**src/rtl/csr_trap_unit.sv**
```systemverilog
// Machine-mode CSR file and trap controller for the RV32IMC single-cycle core.
// Define CSR_COUNTERS_EN to implement mcycle/minstret (64-bit) and mcountinhibit.
module csr_trap_unit #(
  parameter int          XLEN          = 32,
  parameter int          NUM_LOCAL_INT = 4,
  parameter logic [31:0] HART_ID       = 32'h0000_0000,
  parameter logic [31:0] RESET_MTVEC   = 32'h0000_0000,
  parameter logic [31:0] MISA_VALUE    = 32'h4000_1104
) (
  input  logic                                            clk,
  input  logic                                            reset,
  input  logic                                            instr_valid_i,
  input  logic                                            instr_retire_i,
  input  logic [2:0]                                      csr_op_i,
  input  logic [11:0]                                     csr_addr_i,
  input  logic [XLEN-1:0]                                 csr_src_i,
  input  logic                                            src_zero_i,
  input  logic                                            illegal_instr_i,
  input  logic                                            ecall_i,
  input  logic                                            ebreak_i,
  input  logic                                            mret_i,
  input  logic [31:0]                                     instr_bits_i,
  input  logic [XLEN-1:0]                                 pc_i,
  input  logic                                            ext_irq_i,
  input  logic                                            sw_irq_i,
  input  logic                                            timer_irq_i,
  input  logic [((NUM_LOCAL_INT > 0) ? NUM_LOCAL_INT : 1)-1:0] local_irq_i,
  output logic [XLEN-1:0]                                 csr_rdata_o,
  output logic                                            csr_illegal_o,
  output logic                                            trap_o,
  output logic [XLEN-1:0]                                 trap_pc_o,
  output logic                                            mret_o,
  output logic [XLEN-1:0]                                 mepc_o
);

  localparam logic [11:0] ADDR_MVENDORID = 12'hF11, ADDR_MARCHID = 12'hF12;
  localparam logic [11:0] ADDR_MIMPID    = 12'hF13, ADDR_MHARTID = 12'hF14;
  localparam logic [11:0] ADDR_MSTATUS   = 12'h300, ADDR_MISA    = 12'h301;
  localparam logic [11:0] ADDR_MIE       = 12'h304, ADDR_MTVEC   = 12'h305;
  localparam logic [11:0] ADDR_MCOUNTINHIBIT = 12'h320;
  localparam logic [11:0] ADDR_MSCRATCH  = 12'h340, ADDR_MEPC    = 12'h341;
  localparam logic [11:0] ADDR_MCAUSE    = 12'h342, ADDR_MTVAL   = 12'h343;
  localparam logic [11:0] ADDR_MIP       = 12'h344;
  localparam logic [11:0] ADDR_MCYCLE    = 12'hB00, ADDR_MINSTRET  = 12'hB02;
  localparam logic [11:0] ADDR_MCYCLEH   = 12'hB80, ADDR_MINSTRETH = 12'hB82;

  localparam logic [63:0] LOCAL_ONES = (64'd1 << NUM_LOCAL_INT) - 64'd1;
  localparam logic [31:0] MIE_MASK   = 32'h0000_0888 | {LOCAL_ONES[15:0], 16'h0000};

  logic        mst_mie, mst_mpie;
  logic [31:0] mie_q, mtvec_q, mscratch_q, mepc_q, mcause_q, mtval_q;
  logic        sw_q, timer_q, ext_q;
  logic [15:0] local_q, local_ext;
  logic [31:0] mip, pend, rdata, csr_wdata;
  logic        impl, cs, wr_req, csr_we, illegal_any, irq_take, exc;
  logic [4:0]  irq_cause, exc_cause, trap_cause;

`ifdef CSR_COUNTERS_EN
  logic [63:0] mcycle_q, minstret_q;
  logic        cy_inh, ir_inh;
`else
  logic        unused_retire;
  assign unused_retire = instr_retire_i;
`endif

  always_comb begin
    local_ext = '0;
    for (int i = 0; i < NUM_LOCAL_INT; i++) local_ext[i] = local_irq_i[i];
  end

  always_comb begin
    mip        = '0;
    mip[3]     = sw_q;
    mip[7]     = timer_q;
    mip[11]    = ext_q;
    mip[31:16] = local_q;
  end

  always_comb begin
    rdata = '0;
    impl  = 1'b1;
    case (csr_addr_i)
      ADDR_MVENDORID, ADDR_MARCHID, ADDR_MIMPID: rdata = '0;
      ADDR_MHARTID:  rdata = HART_ID;
      ADDR_MISA:     rdata = MISA_VALUE;
      ADDR_MSTATUS:  rdata = {19'b0, 2'b11, 3'b0, mst_mpie, 3'b0, mst_mie, 3'b0};
      ADDR_MIE:      rdata = mie_q;
      ADDR_MIP:      rdata = mip;
      ADDR_MTVEC:    rdata = mtvec_q;
      ADDR_MSCRATCH: rdata = mscratch_q;
      ADDR_MEPC:     rdata = mepc_q;
      ADDR_MCAUSE:   rdata = mcause_q;
      ADDR_MTVAL:    rdata = mtval_q;
`ifdef CSR_COUNTERS_EN
      ADDR_MCOUNTINHIBIT: rdata = {29'b0, ir_inh, 1'b0, cy_inh};
      ADDR_MCYCLE:    rdata = mcycle_q[31:0];
      ADDR_MCYCLEH:   rdata = mcycle_q[63:32];
      ADDR_MINSTRET:  rdata = minstret_q[31:0];
      ADDR_MINSTRETH: rdata = minstret_q[63:32];
`else
      ADDR_MCOUNTINHIBIT, ADDR_MCYCLE, ADDR_MCYCLEH,
      ADDR_MINSTRET, ADDR_MINSTRETH: rdata = '0;
`endif
      default: impl = 1'b0;
    endcase
  end

  // funct3[1:0]: 01 write, 10 set, 11 clear; set/clear with a zero source is a pure read.
  assign cs     = instr_valid_i & (csr_op_i != 3'b000);
  assign wr_req = cs & ((csr_op_i[1:0] == 2'b01) | (csr_op_i[1] & ~src_zero_i));

  always_comb begin
    case (csr_op_i[1:0])
      2'b01:   csr_wdata = csr_src_i;
      2'b10:   csr_wdata = rdata | csr_src_i;
      2'b11:   csr_wdata = rdata & ~csr_src_i;
      default: csr_wdata = rdata;
    endcase
  end

  assign csr_illegal_o = reset & cs & (~impl | (csr_op_i[1:0] == 2'b00) |
                                       (wr_req & (csr_addr_i[11:10] == 2'b11)));

  // Lowest local index is applied last so it wins among locals; standard sources override.
  always_comb begin
    pend      = mie_q & mip;
    irq_cause = 5'd0;
    for (int i = 15; i >= 0; i--) if (pend[16+i]) irq_cause = 5'(16 + i);
    if (pend[7])  irq_cause = 5'd7;
    if (pend[3])  irq_cause = 5'd3;
    if (pend[11]) irq_cause = 5'd11;
  end

  assign illegal_any = illegal_instr_i | csr_illegal_o;

  always_comb begin
    exc_cause = 5'd3;
    if (ecall_i)     exc_cause = 5'd11;
    if (illegal_any) exc_cause = 5'd2;
  end

  assign irq_take   = instr_valid_i & mst_mie & (pend != 32'h0);
  assign exc        = instr_valid_i & (illegal_any | ecall_i | ebreak_i);
  assign trap_o     = reset & (irq_take | exc);
  assign trap_cause = irq_take ? irq_cause : exc_cause;
  assign mret_o     = reset & mret_i & instr_valid_i & ~trap_o;
  assign csr_we     = wr_req & ~trap_o;
  assign mepc_o     = mepc_q;
  assign csr_rdata_o = rdata;

  always_comb begin
    trap_pc_o = {mtvec_q[31:2], 2'b00};
    if (irq_take && (mtvec_q[1:0] == 2'b01))
      trap_pc_o = {mtvec_q[31:2], 2'b00} + {25'b0, irq_cause, 2'b00};
  end

  always_ff @(posedge clk or negedge reset) begin
    if (!reset) begin
      mst_mie    <= 1'b0;
      mst_mpie   <= 1'b0;
      mie_q      <= '0;
      mtvec_q    <= RESET_MTVEC;
      mscratch_q <= '0;
      mepc_q     <= '0;
      mcause_q   <= '0;
      mtval_q    <= '0;
      sw_q       <= 1'b0;
      timer_q    <= 1'b0;
      ext_q      <= 1'b0;
      local_q    <= '0;
    end else begin
      sw_q    <= sw_irq_i;
      timer_q <= timer_irq_i;
      ext_q   <= ext_irq_i;
      local_q <= local_ext;
      if (trap_o) begin
        mepc_q   <= {pc_i[31:1], 1'b0};
        mcause_q <= {irq_take, 26'b0, trap_cause};
        mtval_q  <= (irq_take || exc_cause == 5'd11) ? 32'h0 :
                    (exc_cause == 5'd2) ? instr_bits_i : pc_i;
        mst_mpie <= mst_mie;
        mst_mie  <= 1'b0;
      end else begin
        if (csr_we) begin
          case (csr_addr_i)
            ADDR_MSTATUS: begin
              mst_mie  <= csr_wdata[3];
              mst_mpie <= csr_wdata[7];
            end
            ADDR_MIE:      mie_q      <= csr_wdata & MIE_MASK;
            ADDR_MTVEC:    mtvec_q    <= {csr_wdata[31:2], csr_wdata[1] ? mtvec_q[1:0] : csr_wdata[1:0]};
            ADDR_MSCRATCH: mscratch_q <= csr_wdata;
            ADDR_MEPC:     mepc_q     <= {csr_wdata[31:1], 1'b0};
            ADDR_MCAUSE:   mcause_q   <= csr_wdata;
            ADDR_MTVAL:    mtval_q    <= csr_wdata;
            default: ;
          endcase
        end
        if (mret_o) begin
          mst_mie  <= mst_mpie;
          mst_mpie <= 1'b1;
        end
      end
    end
  end

`ifdef CSR_COUNTERS_EN
  // A CSR write replaces only the half it targets; the other half keeps the incremented value.
  always_ff @(posedge clk or negedge reset) begin
    if (!reset) begin
      mcycle_q   <= '0;
      minstret_q <= '0;
      cy_inh     <= 1'b0;
      ir_inh     <= 1'b0;
    end else begin
      mcycle_q   <= mcycle_q + {63'b0, ~cy_inh};
      minstret_q <= minstret_q + {63'b0, instr_retire_i & ~trap_o & ~ir_inh};
      if (csr_we) begin
        case (csr_addr_i)
          ADDR_MCOUNTINHIBIT: begin
            cy_inh <= csr_wdata[0];
            ir_inh <= csr_wdata[2];
          end
          ADDR_MCYCLE:    mcycle_q[31:0]    <= csr_wdata;
          ADDR_MCYCLEH:   mcycle_q[63:32]   <= csr_wdata;
          ADDR_MINSTRET:  minstret_q[31:0]  <= csr_wdata;
          ADDR_MINSTRETH: minstret_q[63:32] <= csr_wdata;
          default: ;
        endcase
      end
    end
  end
`endif

endmodule

```
**config.mk**
```make
export PLATFORM = sky130hd
export DESIGN_NAME = csr_trap_unit
export DESIGN_NICKNAME = d
export VERILOG_FILES = /design/src/rtl/csr_trap_unit.sv
export SDC_FILE = /design/constraint.sdc
export NUM_CORES = 1
export LEC_CHECK = 0
export ABC_AREA = 1
export CORE_UTILIZATION = 35
export CTS_CLUSTER_SIZE = 24
export DETAILED_ROUTE_END_ITERATION = 16
export SLEW_MARGIN = 30
export SYNTH_ARGS = -nofsm -noshare
export SYNTH_HDL_FRONTEND = slang
export SYNTH_SLANG_ARGS = --single-unit
```
**constraint.sdc**
```tcl
create_clock -name clk -period 3.45 [get_ports clk]
set_clock_uncertainty 0.15 [all_clocks]
set_input_delay 1.035 -clock clk [delete_from_list [all_inputs] [get_ports clk]]
set_output_delay 1.035 -clock clk [all_outputs]
set_load 0.02 [all_outputs]
```
Word-level counts from Yosys, hierarchy flattened. Index checks and enable logic that the tools add are counted.

Output and inout bits: 99. Register bits after elaboration: 175.

Equality and inequality tests: 24. Reduce and logical (&&, ||, !) cells: 20. $add $sub $neg: 1. Muxes and demuxes: 45. Bitwise gates (word level): 29.

Operators by type and width (number): $mux W32 (12); $pmux W32 S9 (1); $eq A12 B10 Y1 const B (10); $mux W5 (21); $eq A12 B12 Y1 const B (8); $pmux W32 S3 (1); $add A32 B7 Y32 (1); $and A32 B32 Y32 (1); $not A32 Y32 (1); $or A32 B32 Y32 (1); $reduce_bool A32 Y1 (1); $and A20 B20 Y20 (1); $reduce_or A18 Y1 (1); $and A1 B1 Y1 (14); $mux W1 (9); $reduce_and A3 Y1 (3); $reduce_bool A3 Y1 (3); $reduce_and A2 Y1 (4); $reduce_bool A2 Y1 (4); $or A1 B1 Y1 (7); $eq A2 B2 Y1 const B (3); $eq A5 B2 Y1 const B (1); $eq A5 B4 Y1 const B (1); $mux W4 (1); 6 further kinds (9).

Longest topological paths before layout.
Depth after elaboration: 21. Depth in mapped cells: 20. Depth with buffers taken out: 20.

Worst setup path after synthesis. OpenSTA, ideal clock, no wires.

Path type: register to output. From: register mie_q[11]. To: output port trap_pc_o[27]. Setup slack: -0.501 ns. Cell stages (with the launch flop): 19. Data required time: 2.265 ns. Buffers on the path: 0. Arrival time: 2.766 ns. Cells stage by stage: dfrtp_1 nand2_1 nand2_1 a21oi_2 inv_1 a21oi_1 inv_1 ha_1 nand2_1 nor3_1 nor2_1 nor2_2 nand2_1 nor2_2 nand2_1 nor2_4 nand2_1 nor2_2 xor2_1.

Longest elaborated chain between the ends: 5. Elaborated cells between the ends (all ways): 7.

RTL lines: from (decl) (RTL line 51) `logic [31:0] mie_q, mtvec_q, mscratch_q, mepc_q, mcause_q, mtval_q;`; from (signal assigned) (RTL line 190) `ADDR_MIE: mie_q <= csr_wdata & MIE_MASK;`; $and A20 B20 Y20 (*) (RTL line 126) `pend = mie_q & mip;`; parallel branches: the longest is 3 deep, another holds $add A32 B7 Y32; $mux W32 (*) (RTL line 153) `if (irq_take && (mtvec_q[1:0] == 2'b01))`; to (decl) (RTL line 31) `output logic [XLEN-1:0] trap_pc_o,`.

Every way passes the cells marked *.

Final worst setup path.
From: register ext_q. To: output port trap_pc_o[31].

Longest elaborated chain between the ends: 5. Elaborated cells between the ends (all ways): 7.

RTL lines: from (decl) (RTL line 52) `logic sw_q, timer_q, ext_q;`; from (signal assigned) (RTL line 174) `ext_q <= ext_irq_i;`; $and A20 B20 Y20 (*) (RTL line 126); parallel branches: the longest is 3 deep, another holds $add A32 B7 Y32; $mux W32 (*) (RTL line 153).

Marked as above.

==> results by group <==
Power and ir drop
  – Pint: 3.743 mW
  – Switching share of power: 32.54%
  – Sequential power share: 42.0%
  – Switch Pwr: 1.806 mW
  – Overall Power: 5.549 mW
  – Comb pwr share: 20.5%
  – Leakage: 9.194 nW
  – Pwr/cell area: 305.3 nW/um^2
  – Worst IR Drop VDD: 0.3336 mV
  – Clock share of power: 37.6%

Synthesis
  – Cell Area, Synth: 10780 sq um
  – Synth Area per Inst: 6.726 sq um
  – Most frequent cell after synthesis: nand2_1
  – Sequential share of the synthesized area: 40.41%
  – Yosys warns: 0
  – Number of synthesized flops with an enable pin: 0
  – Count of cell types in the netlist: 41
  – Ys flop type: dfrtp_1
  – Top post-synthesis cells by area: dfrtp_1 (40%), nand2_1 (23%), o21ai_0 (6.3%), nand3_1 (5.8%), inv_1 (4.1%)
  – Synth async-reset ratio: 100.0%
  – Most frequent cells after synthesis: nand2_1 (666), dfrtp_1 (174), o21ai_0 (136)
  – Share of the synthesized area in the top cell type: 40.41%
  – Yosys top cell by area: dfrtp_1
  – Register bit count reported by yosys: 174
  – Synth Instances: 1602

Timing
  – Shortest period the worst path allows: 4.394 ns
  – RSZ-0062 raised after global routing: true
  – Worst Slack Setup Final: -0.9439 ns
  – Final hold vios: 0
  – Setup violators final: 63
  – Max-slew violation count: 0
  – Slew at the pin with the worst max-slew slack: 0.8898 ns
  – Max Clock Freq: 0.2276 GHz
  – Tcrit/Tclk final: 127.4%
  – Slew headroom: 40.68%
  – Hold Slack: 0.3277 ns

Layout
  – Share of layout cells above drive strength 1: 33.33%
  – NumNets Final: 2196
  – Ant diodes: 0
  – Fin area: 18180 sq um
  – Final core utilization: 60.68%
  – Synthesis-to-finish area growth: 68.68%

Routing
  – Via count: 12880
  – Avg WL per Cell: 19.73 um
  – DRT Pass-1 Iters: 6
  – Drc violations: 0
  – DRC marker count from the first detailed-route iteration: 1325
  – Final ANT Viol Nets: 0
  – Vias per cell: 5.223
  – Drt total wl: 48.64 mm

Critical path
  – Flop2flop setup slack: 0.43 ns
  – CP Launch Type: flop
  – CP max FO: 4
  – Crit Path Class: flop to output pin
  – Crit end category: output pin
  – Cell mode on critical path: nand2_2
  – CP max-delay cell: dfrtp_1
  – Kind of cell adding the most delay to the critical path: simple AND/OR/NAND/NOR gates
  – CP Cell Sequence: nand2_2 -> nand2_4 -> buf_4 -> buf_6 -> nor3_4 -> ha_4 -> a21oi_4 -> o21ai_2 -> nor2_2 -> nor2_2 -> nand2_1 -> nor2_2 -> nand2_2 -> nor2_4 -> nand2_2 -> nor2_4 -> nand2_1 -> nand2_1 -> nand2_2 -> buf_6
  – Crit path buffers/inverters: 3
  – Crit path largest cell delay: 0.41 ns
  – Required @ worst endpoint: 2.26 ns
  – CP arrival: 3.21 ns

GRT
  – Largest net degree at the start of global routing: 64
  – Total grt overflow: 0
  – First-pass GRT wire length: 72.55 mm
  – Initial antenna violation count: 1
  – Vias in the first global route: 12250
  – Total GRT Usage: 30.85%

Die
  – Die height: 177.5 um
  – I/O pins: 226
  – Die Area: 31490 sq um
  – CORE AREA: 29950 sq um
  – Initial Util: 35.97%
  – Die Wd: 177.5 um
  – Std cell rows: 63

Outcome
  – Outcome: finished with violations
  – Failing checks: negative setup slack

Clocking
  – Clk buf depth: 2
  – CTS tree: built
  – Root Driver: clkbuf_16
  – Num CTS Buffers: 17
  – Clk Latency, worst-skew pair: 0.45 ns
  – Clock sinks: 174
  – Clk slew on worst S/H paths: 0.08 ns
  – H-tree depth: 4

Worst hold path
  – Hold Path Class: flop to flop

Run
  – Max Cap Viol: 0

Placement
  – Placed cell areas: 14990 sq um
  – RD Place Congestion: 0.9637
  – Post-DP HPWL: 34.86 mm
  – PortBufs: 221
-- metrics by stage --
step           std cells  setup TNS (ns)  setup slack (ns)
3_3_place_gp        2339         -187.34            -1.362
2_1_floorplan       1604          -2.810           -0.3041
3_5_place_dp        2340         -191.50            -1.355
5_1_grt             2466          -36.16            -1.125
6_report            2466          -29.97           -0.9439
4_1_cts             2445          -29.36           -0.9193
-- worst register-to-register path: cells and delay by family (launching register included) --
family                 cells  cell delay (ns)
buffers and inverters      8             1.24
flip-flops                 1             0.40
AO/OA/AOI/OAI              1             0.18
AND/OR/NAND/NOR           10             0.95
-- sequential cells by signal (all words and copies together) (netlist names) --
register    count
mcause_q       32
mscratch_q     32
mtval_q        32
mepc_o         31
mtvec_q        31
mie_q           7
local_q         4
ext_q           1
mst_mie         1
mst_mpie        1
sw_q            1
timer_q         1
-- path summary, 6_finish.rpt --
path / from / endpoint / cells after the start
max in group asynchronous: reset / ext_q / 3
min in group asynchronous: reset / mtval_q[7] / 2
hold / removal: mcause_q[24] / mcause_q[24] / 2
hold reg to reg: mcause_q[24] / mcause_q[24] / 2
setup reg to reg: local_q[2] / mscratch_q[5] / 19
setup / recovery: ext_q / trap_pc_o[31] / 20
-- logic make-up after synthesis --
family	synth area share (%)
and+or+nand+nor	36.47
AOI/OAI and AO/OA	12.03
buffers and inverters	8.418
DFF	40.41
xor gates and xnor gates	1.869
adders and majority gates	0.7664
other	0.03480
-- layout by cell type, fill, tap and decap left out, types with 6 or more instances in the layout --
cell and instances:
nand2_1 584, buf_4 218, dfrtp_1 174, clkdlybuf4s50_1 142, buf_6 113, inv_1 97
o21ai_0 94, nand3_1 91, nor2_1 67, o21ai_1 49, nand2_4 42, nand2_2 40
buf_12 30, a21oi_1 29, nand3_2 27, nor2_4 26, o21ai_2 25, a21oi_2 19
inv_2 18, clkbuf_16 17, nor3_1 12, xor2_1 11, nand3_4 10, xor2_2 10
buf_8 10, nor2_2 9, nand4_1 9, a21oi_4 8, inv_4 7, clkinv_8 7
nand2_8 6, inv_6 6, buf_2 6
-- power by group through the flow --
stage	Sequential [mW]	Clock (mW)	Combinational, mW
finish	2.33	2.08	1.14
global route	2.34	2.18	1.22
CTS	2.30	2.10	1.09
detailed placement	2.32	0	1.03
global placement	2.32	0	1.01
floorplan	2.34	0	0.383
-- layout make-up --
cell class	count	area, sq um
Clock inverter	15	212.7
Clock buffer	17	425.4
Tap cell	390	488.0
Fill cell	2589	11780
Timing Repair Buffer	522	5175
Multi-Input combinational cell	1223	7012
Inverter	125	509.2
Sequential cell	174	4354
-- repair_timing --
item | 4_1_cts | 5_1_grt
hold buffers | 0 | 0
pin swaps | 109 | 99
endpoints found under the setup margin | 231 | 156
gates resized for setup | 744 | 185
gates cloned | 5 | 0
setup buffers | 79 | 37
-- routing by layer --
metal / track usage [%] / share of wire (%)
met1: 44.84 / 45
met5: 0 / 0
met3: 5.398 / 8.0
met2: 46.47 / 45
met4: 9.117 / 2.3
No activity file was read; power rests on OpenSTA's default activity.
